--- src/rtl/serial_demux_pkg.sv ---
// Shared types and constants for the serial frame demultiplexer.
// The optional parity beat is enabled by defining SERIAL_DEMUX_PARITY_EN.
package serial_demux_pkg;

   localparam int DEMUX_MAX_CH = 8;
   localparam int DEMUX_SEL_W  = $clog2(DEMUX_MAX_CH);

   typedef enum logic [1:0] {
      IDLE     = 2'd0,
      COLLECT  = 2'd1,
      PARITY   = 2'd2,
      WAIT_OUT = 2'd3
   } demux_state_t;

endpackage

--- src/rtl/demux_out_slot.sv ---
// Single-entry ready/valid holding register for the reassembled word.
// Carries a parity error flag alongside the word when SERIAL_DEMUX_PARITY_EN is defined.
module demux_out_slot #(
   parameter int W = 8
) (
   input  logic         clk,
   input  logic         rst,
   input  logic         load_i,
   input  logic [W-1:0] word_i,
`ifdef SERIAL_DEMUX_PARITY_EN
   input  logic         perr_i,
   output logic         perr_o,
`endif
   input  logic         ready_i,
   output logic [W-1:0] dout_o,
   output logic         valid_o
);

   logic [W-1:0] dout_q, dout_d;
   logic         valid_q, valid_d;
`ifdef SERIAL_DEMUX_PARITY_EN
   logic         perr_q, perr_d;
`endif

   // A load in the handshake cycle replaces the word without a bubble.
   always_comb begin
      dout_d  = dout_q;
      valid_d = valid_q;
`ifdef SERIAL_DEMUX_PARITY_EN
      perr_d  = perr_q;
`endif
      if (load_i) begin
         dout_d  = word_i;
         valid_d = 1'b1;
`ifdef SERIAL_DEMUX_PARITY_EN
         perr_d  = perr_i;
`endif
      end else if (valid_q && ready_i) begin
         valid_d = 1'b0;
      end
   end

   always_ff @(posedge clk) begin
      if (rst) begin
         dout_q  <= '0;
         valid_q <= 1'b0;
`ifdef SERIAL_DEMUX_PARITY_EN
         perr_q  <= 1'b0;
`endif
      end else begin
         dout_q  <= dout_d;
         valid_q <= valid_d;
`ifdef SERIAL_DEMUX_PARITY_EN
         perr_q  <= perr_d;
`endif
      end
   end

   assign dout_o  = dout_q;
   assign valid_o = valid_q;
`ifdef SERIAL_DEMUX_PARITY_EN
   assign perr_o  = perr_q;
`endif

endmodule

--- src/rtl/serial_frame_demux.sv ---
// Drives the mux select, collects one bit per channel and emits the parallel word.
// Defining SERIAL_DEMUX_PARITY_EN adds a trailing even-parity beat and the parity_err port.
module serial_frame_demux
   import serial_demux_pkg::*;
#(
   parameter int NUM_CH = 8,
   parameter int SEL_W  = $clog2(NUM_CH)
) (
   input  logic              clk,
   input  logic              rst,
   input  logic              start,
   input  logic              din,
   input  logic              din_valid,
   output logic              x,
   output logic              y,
   output logic              z,
   output logic              busy,
   output logic [NUM_CH-1:0] dout,
   output logic              dout_valid,
   input  logic              dout_ready
`ifdef SERIAL_DEMUX_PARITY_EN
   ,
   output logic              parity_err
`endif
);

   localparam logic [SEL_W-1:0] LAST_IDX = SEL_W'(NUM_CH - 1);

   demux_state_t      state_q, state_d;
   logic [SEL_W-1:0]  idx_q, idx_d;
   logic [NUM_CH-1:0] shadow_q, shadow_d;
   logic              load;
   logic              slot_free;
`ifdef SERIAL_DEMUX_PARITY_EN
   logic              perr_q, perr_d;
`endif

   assign slot_free = !dout_valid || dout_ready;

   // NOTE: every output of this block gets a default first, so no path can infer a latch.
   always_comb begin
      state_d  = state_q;
      idx_d    = idx_q;
      shadow_d = shadow_q;
      load     = 1'b0;
`ifdef SERIAL_DEMUX_PARITY_EN
      perr_d   = perr_q;
`endif
      unique case (state_q)
         IDLE: begin
            idx_d    = '0;
            shadow_d = '0;
            if (start) state_d = COLLECT;
         end
         COLLECT: begin
            if (din_valid) begin
               shadow_d[idx_q] = din;
               if (idx_q == LAST_IDX) begin
`ifdef SERIAL_DEMUX_PARITY_EN
                  state_d = PARITY;
`else
                  if (slot_free) begin
                     load    = 1'b1;
                     idx_d   = '0;
                     state_d = IDLE;
                  end else begin
                     state_d = WAIT_OUT;
                  end
`endif
               end else begin
                  idx_d = idx_q + SEL_W'(1);
               end
            end
         end
`ifdef SERIAL_DEMUX_PARITY_EN
         PARITY: begin
            if (din_valid) begin
               perr_d = ^{shadow_q, din};
               if (slot_free) begin
                  load    = 1'b1;
                  idx_d   = '0;
                  state_d = IDLE;
               end else begin
                  state_d = WAIT_OUT;
               end
            end
         end
`endif
         WAIT_OUT: begin
            // Select stays on the last channel until the word leaves.
            if (slot_free) begin
               load    = 1'b1;
               idx_d   = '0;
               state_d = IDLE;
            end
         end
         default: begin
            idx_d   = '0;
            state_d = IDLE;
         end
      endcase
   end

   // NOTE: sequential state uses non-blocking assignments so all registers update together.
   always_ff @(posedge clk) begin
      if (rst) begin
         state_q  <= IDLE;
         idx_q    <= '0;
         shadow_q <= '0;
`ifdef SERIAL_DEMUX_PARITY_EN
         perr_q   <= 1'b0;
`endif
      end else begin
         state_q  <= state_d;
         idx_q    <= idx_d;
         shadow_q <= shadow_d;
`ifdef SERIAL_DEMUX_PARITY_EN
         perr_q   <= perr_d;
`endif
      end
   end

   assign {x, y, z} = DEMUX_SEL_W'(idx_q);
   assign busy      = (state_q != IDLE);

   demux_out_slot #(
      .W (NUM_CH)
   ) u_out_slot (
      .clk     (clk),
      .rst     (rst),
      .load_i  (load),
      .word_i  (shadow_d),
`ifdef SERIAL_DEMUX_PARITY_EN
      .perr_i  (perr_d),
      .perr_o  (parity_err),
`endif
      .ready_i (dout_ready),
      .dout_o  (dout),
      .valid_o (dout_valid)
   );

endmodule

--- config.mk ---
export PLATFORM = sky130hd
export DESIGN_NAME = serial_frame_demux
export DESIGN_NICKNAME = d
export VERILOG_FILES = /design/src/rtl/serial_demux_pkg.sv /design/src/rtl/demux_out_slot.sv /design/src/rtl/serial_frame_demux.sv
export SDC_FILE = /design/constraint.sdc
export NUM_CORES = 1
export LEC_CHECK = 0
export BUFFER_PORTS_ARGS = -buffer_cell sky130_fd_sc_hd__buf_4
export CAP_MARGIN = 20
export CORE_MARGIN = 2
export CORE_UTILIZATION = 33
export CTS_BUF_LIST = sky130_fd_sc_hd__clkbuf_8
export DETAILED_ROUTE_END_ITERATION = 6
export GPL_TIMING_DRIVEN = 0
export SLEW_MARGIN = 20
export SYNTH_ARGS = -nofsm -noshare
export SYNTH_HDL_FRONTEND = slang
export SYNTH_SLANG_ARGS = --single-unit
--- constraint.sdc ---
create_clock -name clk -period 4.2 [get_ports clk]
set_input_delay 0.21 -clock clk [delete_from_list [all_inputs] [get_ports clk]]
set_output_delay 0.21 -clock clk [all_outputs]
set_load 0.05 [all_outputs]
==> out/metrics.csv <==
metric,value,unit
placedCellCount,200,
hold_depth,3,
wl_per_cell,12.7,um
dieArea,4150,sq um
postSynthAreaPerCell,8.87,sq um
critPathLaunchType,flop,
p_leak,0.619,nW
antenna_left,0,
synth_edf_count,0,
crit_path_max_incr_delay,390,ps
portBuffers,18,
final_cells,204,
synth-seq-cells,22,
period_share,0.427,
n_antenna_cell,0,
arrival,1960,ps
grt_use_total,0.136,
path_class,flop to flop,
dp_hpwl,1.99,mm
worst_path_max_delay_cell,nor3b_4,
fp.coreArea,3420,sq um
clkTransAtPathRegs,80,ps
root_buffer,clkbuf_8,
p_per_area,272,nW/um^2
finalHoldViolCount,0,
io_pins,19,
fin_setup_tns,0,ps
synth_fp_nets,144,
yosys.area.top_type,dfxtp_1,
status,"finished, final reports clean",
period_needed,1790,ps
start_util,0.353,
slew_headroom,0.655,
htree_num_levels,1,
worst-path-buf-inv,0,
final_nets,167,
path_cells,ha_1 -> ha_1 -> a21oi_2 -> nor3b_4 -> nor2_1 -> a311oi_1,
final_common_cell,nor2_1,
hp-class,input port to flop,
synthTopCellsByArea,"dfxtp_1, nor2_1, a22oi_1",
holdWs,248,ps
cts_buffer_depth,2,
grt_pass1_wl,4.52,mm
totalWireLength,2.59,mm
postCtsResizedCells,0,
critPathRequiredTime,4370,ps
cts_hold_buffers,0,
netlist_area,1210,sq um
drv_slew,0,
drive_gt1_frac,0.241,
fin_skew,6.71,ps
drc,0,
r2r_cells,6,
dr.pass1.iters,4,
cp.depth,6,
via_per_inst,5.26,
worstSkewPairLatency,270,ps
cpMostUsedCell,ha_1,
seq_area_frac_synth,0.365,
syn2layout_area_growth,20.5,%
max_freq,557,MHz
tightest_slew,511,ps
drv_cap,0,
die_w,64.5,um
yosysWarnings,0,
cts_setup_buffers,0,
drtIter0Drc,35,
synth_top_area_frac,0.365,
endpoint_kind,flop,
synth_cells,136,
grt_max_degree,13,
cts_buffers,3,
fp.dieH,64.5,um
synth_cell_types,33,
fin_total_pwr,395,uW
layout_common_cells,"nor2_1, dfxtp_1, buf_4, a22oi_1, o21ai_0",
crit_path_max_fanout,9,
max-vdd-ir-drop,92.1,uV
final_util,0.426,
cts_tree,yes,
gp_congestion,0.763,
num_vias,1073,
grt_pass1_vias,1004,
antenna_found_initial,0,
cts.sinks,22,
ys_async_sr_fraction,0,
setup_viol,0,
rsz0062_at_grt,no,
ys.flop_type,dfxtp_1,
grt_overflow,0,
fp-row-count,21,
crit_family,simple AND/OR/NAND/NOR gates,
final timing paths:
| path | start | end | slack (ps) |
|---|---|---|---|
| worst max-delay path | idx_q[1] | u_out_slot.dout_o[3] | 2410 |
| worst min-delay path | start | state_q[0] | 250 |
| worst max register to register | idx_q[1] | u_out_slot.dout_o[3] | 2410 |
| worst min register to register | u_out_slot.dout_o[0] | u_out_slot.dout_o[0] | 500 |
layer usage:
layer | wire length, um | up-vias | part of all wire | GRT usage
li1 | - | 550 | - | -
met1 | 1210 | 499 | 0.46 | 0.166
met2 | 1250 | 20 | 0.48 | 0.234
met3 | 75 | 4 | 0.029 | 0.0208
met4 | 57 | 0 | 0.022 | 0.0638
met5 | 0 | - | 0 | 0
synthesized netlist by cell type (2+ instances only):
cell and count:
nor2_1 25, dfxtp_1 22, a22oi_1 8, o21ai_0 8
inv_1 6, nor3_1 6, a21oi_1 5, clkbuf_1 5
a311oi_1 4, buf_2 4, mux2_1 4, mux2_2 4
o211a_1 4, a41o_1 3, and4bb_2 3, nand4b_1 3
a32oi_1 2, buf_4 2, ha_1 2, nand2_1 2
nand2b_1 2
kinds of logic after synthesis:
group,Yosys count,synth area share
adder cells (fa/ha/maj),2,0.0207
multiplexers,9,0.0830
AO/OA/AOI/OAI,38,0.231
flip-flops,22,0.365
buffers and inverters,17,0.0633
AND/OR/NAND/NOR,48,0.237
tightest hold or removal path, cell delays in order:
cell	delay [ps]
buf_4	80
a21oi_1	50
nor3_1	130
through the flow:
stage	worst slack, ps	instance area [sq um]
after floorplan	2270	1210
after global placement	2510	1400
after detailed placement	2430	1400
after CTS	2400	1450
after global routing	2240	1450
final	2410	1450
sequential cells by signal, indices dropped and copies added (netlist names):
name                flops
idx_q                   3
u_out_slot.dout_o       8
u_out_slot.valid_o      1
shadow_q                8
state_q                 2
cell type report:
cell class / instances / area (sq um)
multi-input combinational: 97 / 689
tap: 46 / 57.6
buffer: 11 / 53.8
sequential: 22 / 440
fill: 348 / 1960
timing repair buffer: 18 / 135
clock buffer: 4 / 55.1
inverter: 6 / 22.5
power breakdown:
part           switching (mW)  internal (mW)
Combinational          0.0197         0.0112
Clock                  0.0695         0.0836
Sequential            0.00134          0.210
Total                  0.0905          0.304
Note: power is estimated with default switching activity, not from simulation.
